--- src/rtl/static_cfg_seq.sv ---
// Static configuration sequencer: serial load, APPLY, settle, then glitch-free commit.
// Optional even-parity check on the loaded word: STATIC_CFG_SEQ_PARITY_CHECK_EN.
module static_cfg_seq #(
    parameter int               WIDTH         = 8,
    parameter int               SETTLE_CYCLES = 4,
    parameter logic [WIDTH-1:0] RESET_VALUE   = '0
) (
    input  logic             CLK,
    input  logic             RST,
    input  logic             SEN,
    input  logic             SDI,
    input  logic             APPLY,
    output logic             SDO,
    output logic [WIDTH-1:0] CFG,
    output logic             BUSY,
    output logic             DONE,
    output logic             ERR
);

`ifdef STATIC_CFG_SEQ_PARITY_CHECK_EN
    localparam int LEN = WIDTH + 1;
`else
    localparam int LEN = WIDTH;
`endif
    localparam int CW = $clog2(LEN + 1);
    localparam int SW = (SETTLE_CYCLES > 1) ? $clog2(SETTLE_CYCLES) : 1;
    localparam logic [CW-1:0] CNT_FULL    = CW'(LEN);
    localparam logic [SW-1:0] SETTLE_LOAD = SW'(SETTLE_CYCLES - 1);

    typedef enum logic [1:0] {
        S_IDLE,
        S_SHIFT,
        S_SETTLE,
        S_COMMIT
    } state_t;

    state_t          state;
    logic [LEN-1:0]  sr;
    logic [CW-1:0]   cnt;
    logic [SW-1:0]   scnt;
    logic [CW-1:0]   cnt_inc;
    logic            commit_ok;

    assign cnt_inc = (cnt == CNT_FULL) ? cnt : cnt + CW'(1);

`ifdef STATIC_CFG_SEQ_PARITY_CHECK_EN
    assign commit_ok = ~^sr;
`else
    assign commit_ok = 1'b1;
`endif

    always_ff @(posedge CLK) begin
        if (RST) begin
            state <= S_IDLE;
            sr    <= '0;
            cnt   <= '0;
            scnt  <= '0;
            CFG   <= RESET_VALUE;
            DONE  <= 1'b0;
            ERR   <= 1'b0;
        end else begin
            DONE <= 1'b0;
            unique case (state)
                S_IDLE: begin
                    // SEN wins over a simultaneous APPLY
                    if (SEN) begin
                        sr    <= {sr[LEN-2:0], SDI};
                        cnt   <= CW'(1);
                        ERR   <= 1'b0;
                        state <= S_SHIFT;
                    end else if (APPLY) begin
                        if (cnt == CNT_FULL) begin
                            scnt  <= SETTLE_LOAD;
                            state <= S_SETTLE;
                        end else begin
                            ERR <= 1'b1;
                            cnt <= '0;
                        end
                    end
                end
                S_SHIFT: begin
                    if (SEN) begin
                        sr  <= {sr[LEN-2:0], SDI};
                        cnt <= cnt_inc;
                    end else begin
                        state <= S_IDLE;
                    end
                end
                S_SETTLE: begin
                    if (scnt == '0) begin
                        state <= S_COMMIT;
                    end else begin
                        scnt <= scnt - SW'(1);
                    end
                end
                S_COMMIT: begin
                    state <= S_IDLE;
                    cnt   <= '0;
                    // The data bits always sit at the top of the shift register
                    if (commit_ok) begin
                        CFG  <= sr[LEN-1 -: WIDTH];
                        DONE <= 1'b1;
                    end else begin
                        ERR <= 1'b1;
                    end
                end
                default: state <= S_IDLE;
            endcase
        end
    end

    assign BUSY = (state != S_IDLE);
    assign SDO  = sr[LEN-1];

endmodule

--- config.mk ---
export PLATFORM = sky130hd
export DESIGN_NAME = static_cfg_seq
export DESIGN_NICKNAME = d
export VERILOG_FILES = /design/src/rtl/static_cfg_seq.sv
export SDC_FILE = /design/constraint.sdc
export NUM_CORES = 1
export LEC_CHECK = 0
export ABC_AREA = 1
export BUFFER_PORTS_ARGS = -buffer_cell sky130_fd_sc_hd__buf_4
export CORE_MARGIN = 2
export CORE_UTILIZATION = 43
export DETAILED_ROUTE_END_ITERATION = 7
export GPL_ROUTABILITY_DRIVEN = 1
export GPL_TIMING_DRIVEN = 0
export PLACE_DENSITY = 0.68
export SLEW_MARGIN = 15
export SYNTH_ARGS = -nofsm -noshare
export SYNTH_HDL_FRONTEND = slang
export SYNTH_SLANG_ARGS = --single-unit
export TNS_END_PERCENT = 10
--- constraint.sdc ---
create_clock -name CLK -period 2.05 [get_ports CLK]
set_input_delay 0.41 -clock CLK [delete_from_list [all_inputs] [get_ports CLK]]
set_output_delay 0.41 -clock CLK [all_outputs]
set_load 0.02 [all_outputs]
== After elaboration in Yosys (flattened, before gate mapping) ==
Index checks and enable logic that the tools add are counted.

* Input bits: 5
* Register bits: 26
* Word-level logic and storage cells: 58
* Output and inout port bits: 12

* Multiplexer cells: 21
* $add $sub $neg: 2
* Eq/ne operators: 16
* Reduce and logical (&&, ||, !) cells: 12

{| class="wikitable"
|+ Operators with widths
! operator !! number
|-
| $mux W4 || 5
|-
| $mux W2 || 9
|-
| $ne A2 B2 Y1 const B || 9
|-
| $pmux W4 S3 || 1
|-
| $reduce_and A5 Y1 || 2
|-
| $ne A3 B3 Y1 const B || 3
|-
| $pmux W2 S4 || 1
|-
| $reduce_bool A2 Y1 || 3
|-
| $add A4 B1 Y4 const B || 1
|-
| $eq A2 B2 Y1 const B || 2
|-
| $eq A4 B4 Y1 const B || 1
|-
| $logic_not A2 Y1 || 2
|-
| $mux W1 || 4
|-
| $pmux W2 S2 || 1
|-
| $reduce_and A4 Y1 || 1
|-
| $reduce_and A3 Y1 || 1
|-
| $reduce_bool A3 Y1 || 1
|-
| $eq A2 B1 Y1 const B || 1
|-
| $reduce_and A2 Y1 || 1
|-
| $reduce_or A2 Y1 || 1
|-
| $sub A2 B1 Y2 const B || 1
|}

== Longest topological paths before layout ==
* Depth in word-level cells: 5
* Mapped depth: 9
* Gate-level depth less buffers: 9

== Least setup slack after synthesis ==
Ideal clock, no wire load.

* Path type: register to register
* Start: register cnt[0]
* End: register state[0]
* Arrival time: 1090 ps
* Stages on the path, launching flop included: 8
* Path slack: 843 ps
* Clock period less this slack: 1207 ps
* Path through: dfxtp_1 inv_1 ha_1 nand3_1 o21ai_0 nand3_1 nand2_1 nor2_1

* Cells in the longest elaborated chain, start to end: 3

{| class="wikitable"
|+ RTL lines
! item !! line !! source
|-
| from (decl) || 39 || <nowiki>logic [CW-1:0] cnt;</nowiki>
|-
| from (signal assigned) || 84 || <nowiki>cnt <= cnt_inc;</nowiki>
|-
| $eq A4 B4 Y1 || 72 || <nowiki>if (cnt == CNT_FULL) begin</nowiki>
|-
| $ne A3 B3 Y1 (no source line) || - ||
|-
| $reduce_and A4 Y1 (no source line) || - ||
|-
| to (signal assigned) || 70 || <nowiki>state <= S_SHIFT;</nowiki>
|-
| to (signal assigned) || 74 || <nowiki>state <= S_SETTLE;</nowiki>
|-
| to (signal assigned) || 86 || <nowiki>state <= S_IDLE;</nowiki>
|-
| to (decl) || 37 || <nowiki>state_t state;</nowiki>
|}

Every way passes these cells.
A chain may end at the register's enable or synchronous reset.

== Worst setup path in the final report ==
* Start: register state[1]
* End: output BUSY

* Cells in the longest elaborated chain, start to end: 1

{| class="wikitable"
|+ RTL lines
! item !! line !! source
|-
| from (signal assigned) || 54 || <nowiki>state <= S_IDLE;</nowiki>
|-
| from (signal assigned) || 70 ||
|-
| from (signal assigned) || 74 ||
|-
| $reduce_bool A2 Y1 || 112 || <nowiki>assign BUSY = (state != S_IDLE);</nowiki>
|-
| to (decl) || 15 || <nowiki>output logic BUSY,</nowiki>
|}

Every way passes these cells.

==> run_results.csv <==
group,metric,value,unit
global_routing,antenna_found_initial,0,
clock_tree,root_buffer,"clkbuf_4",
power_and_ir_drop,power_frac_clock,0.310,
route,drtPass1Iterations,4,
clock_tree,cts_htree_levels,1,
global_routing,grt_pass1_vias,812,
route,wl,2040,microns
finish,syn2layout_area_growth,18.81,%
route,drc_errors,0,
floorplanning,rows,18,
power_and_ir_drop,p_per_area,853.4,nW/um^2
critical_path,path_delay_family,"flip-flops",
place,place_ws,585.6,ps
critical_path,cp_cell_sequence,"nor2_1, inv_1, buf_4",
synth,syn_area,1117,sq um
critical_path,cp_slowest_cell,"dfxtp_1",
floorplanning,core-area,2477,sq um
clock_tree,cts_setup_buffers,0,
critical_path,cp-start-kind,"flop",
finish,n_fill_cell,266,
timing,rsz0062_at_grt,"no",
timing,fin_skew,3.055,ps
floorplanning,io_pins,17,
min_path,worstHoldStart,"RST",
timing,setup_violations,0,
synth,yosys-top-cells-area,"dfxtp_1 (47%), nor2_1 (16%), o21ai_0 (9.4%), inv_1 (6.4%), nand2_1 (6.4%)",
timing,worst_pin_slew,415.6,ps
clock_tree,clk_path_buf_depth,2,
clock_tree,cts.clk_slew.worst_paths,140,ps
place,placed_area,1275,sq um
status,status,"completed",
critical_path,critical_path_required,1640,ps
finish,fin_area,1328,sq um
floorplanning,initial_core_util,0.4510,
timing,max_freq,617.3,MHz
timing,finalSetupTns,0,ps
finish,fin_util,0.5359,
finish,seq_area,520.5,sq um
timing,slew_violations,0,
finish,nNetsFinal,187,
global_routing,grt_usage,0.1530,
finish,multi_input_area,509.2,sq um
power_and_ir_drop,switching_share,0.2738,
synth,synth_nets,166,
min_path,hold_end,"cnt[2]$_SDFFE_PP0P_",
timing,whs,259.3,ps
clock_tree,clock-sinks,26,
min_path,hold_path_class,"primary input to flop",
clock_tree,clk_latency,320,ps
clock_tree,cts_hold_repair.buffers,0,
critical_path,reg2reg_from,"cnt[0]$_SDFFE_PP0P_",
timing,layout_setup_ws,429.9,ps
critical_path,crit_buf_inv,2,
global_routing,met1_usage,0.2047,
clock_tree,cts_buffers,3,
synth,syn_inst,158,
run,max_cap_viol_count,0,
power_and_ir_drop,peakVddDrop,473.2,uV
global_routing,grt_max_degree,16,
route,ant_nets,0,
synth,synth_top_area_share,0.4658,
min_path,min_path_cells,2,
place,gp_congestion,0.8000,
route,drt-initial-drc-count,16,
clock_tree,ctsResizeCount,0,
route,vias_per_cell,4.760,
critical_path,cp.arrival,1210,ps
synth,synth_seq_cells,26,
power_and_ir_drop,comb_power_share,0.184,
timing,finalCriticalPeriod,1620,ps
place,portBuffers,16,
timing,slew_headroom,0.7200,
power_and_ir_drop,power_leakage,0.6183,nW
route,wl_per_cell,9.808,microns
power_and_ir_drop,p_int,0.8227,mW
timing,hold_viol,0,
critical_path,worstSetupPathType,"flop to output port",
finish,layout-drive-gt1-share,0.1517,
floorplanning,die_area,3022,sq um
global_routing,gr-total-overflow,0,
critical_path,reg2reg_slack,590,ps
critical_path,end_kind,"output port",
timing,min_period_over_period,0.7903,
global_routing,use_met3,0.02419,
global_routing,grt_use_met2,0.2460,
synth,synth.avg_cell_area,7.072,sq um
synth,yosysWarnings,0,
critical_path,r2r-end,"state[0]$_SDFFE_PP0P_",
synth,synth.distinct_cells,18,
synth,yosysTopAreaCell,"dfxtp_1",
critical_path,worst-r2r-cell-count,7,
finish,antennaDiodeCount,0,
power_and_ir_drop,switchingPower,0.3102,mW
global_routing,gr-max-usage-layer,"met2",
floorplanning,chipWidth,54.98,microns
route,vias,990,
floorplanning,die_h,54.98,microns
clock_tree,cts_tree,"built",
place,dp.final_hpwl,1554,microns
critical_path,crit_fanout,7,
synth,seq_area_frac_synth,0.4658,
power_and_ir_drop,p_seq_frac,0.506,
global_routing,grt_pass1_wl,3367,microns
critical_path,slowest_delay,520,ps
power by group through the flow:
stage | registers, mW | clock network (mW) | logic (mW)
detailed placement | 0.584 | 0 | 0.210
finish | 0.573 | 0.351 | 0.209
floorplan | 0.594 | 0 | 0.137
CTS | 0.573 | 0.359 | 0.211
global placement | 0.583 | 0 | 0.204
global route | 0.579 | 0.380 | 0.240
cell usage after synthesis:
library cell and count:
nor2_1 47, dfxtp_1 26, o21ai_0 21, inv_1 19, nand2_1 19, nand3_1 8
a21oi_1 4, ha_1 3, nand2_2 2, a21oi_2 1, buf_1 1, clkbuf_1 1
clkbuf_2 1, inv_2 1, nand4_1 1, o21ai_2 1, o21ai_4 1, o22ai_1 1
layout make-up:
class                           instances  area share
Sequential cell                        26      0.3921
Multi-Input combinational cell        109      0.3836
Timing Repair Buffer                   16     0.09048
Inverter                               20     0.05655
Tap cell                               30     0.02828
Clock inverter                          1     0.02262
Clock buffer                            3     0.01697
Buffer                                  3    0.009425
worst max path at each step:
stage,startpoint,endpoint,slack [ps],depth (start not counted)
after floorplan,cnt[0]$_SDFFE_PP0P_,state[0]$_SDFFE_PP0P_,840,7
after global routing,state[1]$_SDFFE_PP0P_,BUSY,360,3
after CTS,state[1]$_SDFFE_PP0P_,BUSY,420,3
final,state[1]$_SDFFE_PP0P_,BUSY,430,3
after global placement,cnt[0]$_SDFFE_PP0P_,state[0]$_SDFFE_PP0P_,660,7
after detailed placement,cnt[0]$_SDFFE_PP0P_,state[0]$_SDFFE_PP0P_,590,7
routing by layer:
metal | part of all wire | vias to the layer above
met2 | 0.46 | 13
li1 | - | 535
met5 | 0 | -
met4 | 0.0074 | 0
met3 | 0.038 | 2
met1 | 0.50 | 440
state kept, by name (all words and copies together), names as in the netlist:
| name | count |
|---|---|
| CFG | 8 |
| DONE | 1 |
| cnt | 4 |
| ERR | 1 |
| scnt | 2 |
| sr | 8 |
| state | 2 |
placed cells by master, fill, tap and decap left out:
| master | count |
|---|---|
| a21oi_1 | 4 |
| a21oi_2 | 1 |
| buf_1 | 1 |
| buf_4 | 16 |
| bufinv_16 | 1 |
| clkbuf_1 | 1 |
| clkbuf_2 | 1 |
| clkbuf_4 | 3 |
| dfxtp_1 | 26 |
| ha_1 | 3 |
| inv_1 | 19 |
| inv_2 | 1 |
| nand2_1 | 19 |
| nand2_2 | 2 |
| nand3_1 | 8 |
| nand4_1 | 1 |
| nor2_1 | 47 |
| o21ai_0 | 21 |
| o21ai_2 | 1 |
| o21ai_4 | 1 |
| o22ai_1 | 1 |
metrics by stage:
step	power, mW	std cells
final	1.133	208
after global routing	1.198	208
after CTS	1.144	208
after detailed placement	0.7947	204
after global placement	0.7868	204
after floorplan	0.7302	158
cell families after synthesis:
| family | synth area share |
|---|---|
| compound gates | 0.1478 |
| flops | 0.4658 |
| fa+ha+maj | 0.03360 |
| simple gates | 0.2744 |
| buf+inv | 0.07837 |
(Power assumes the default switching activity.)
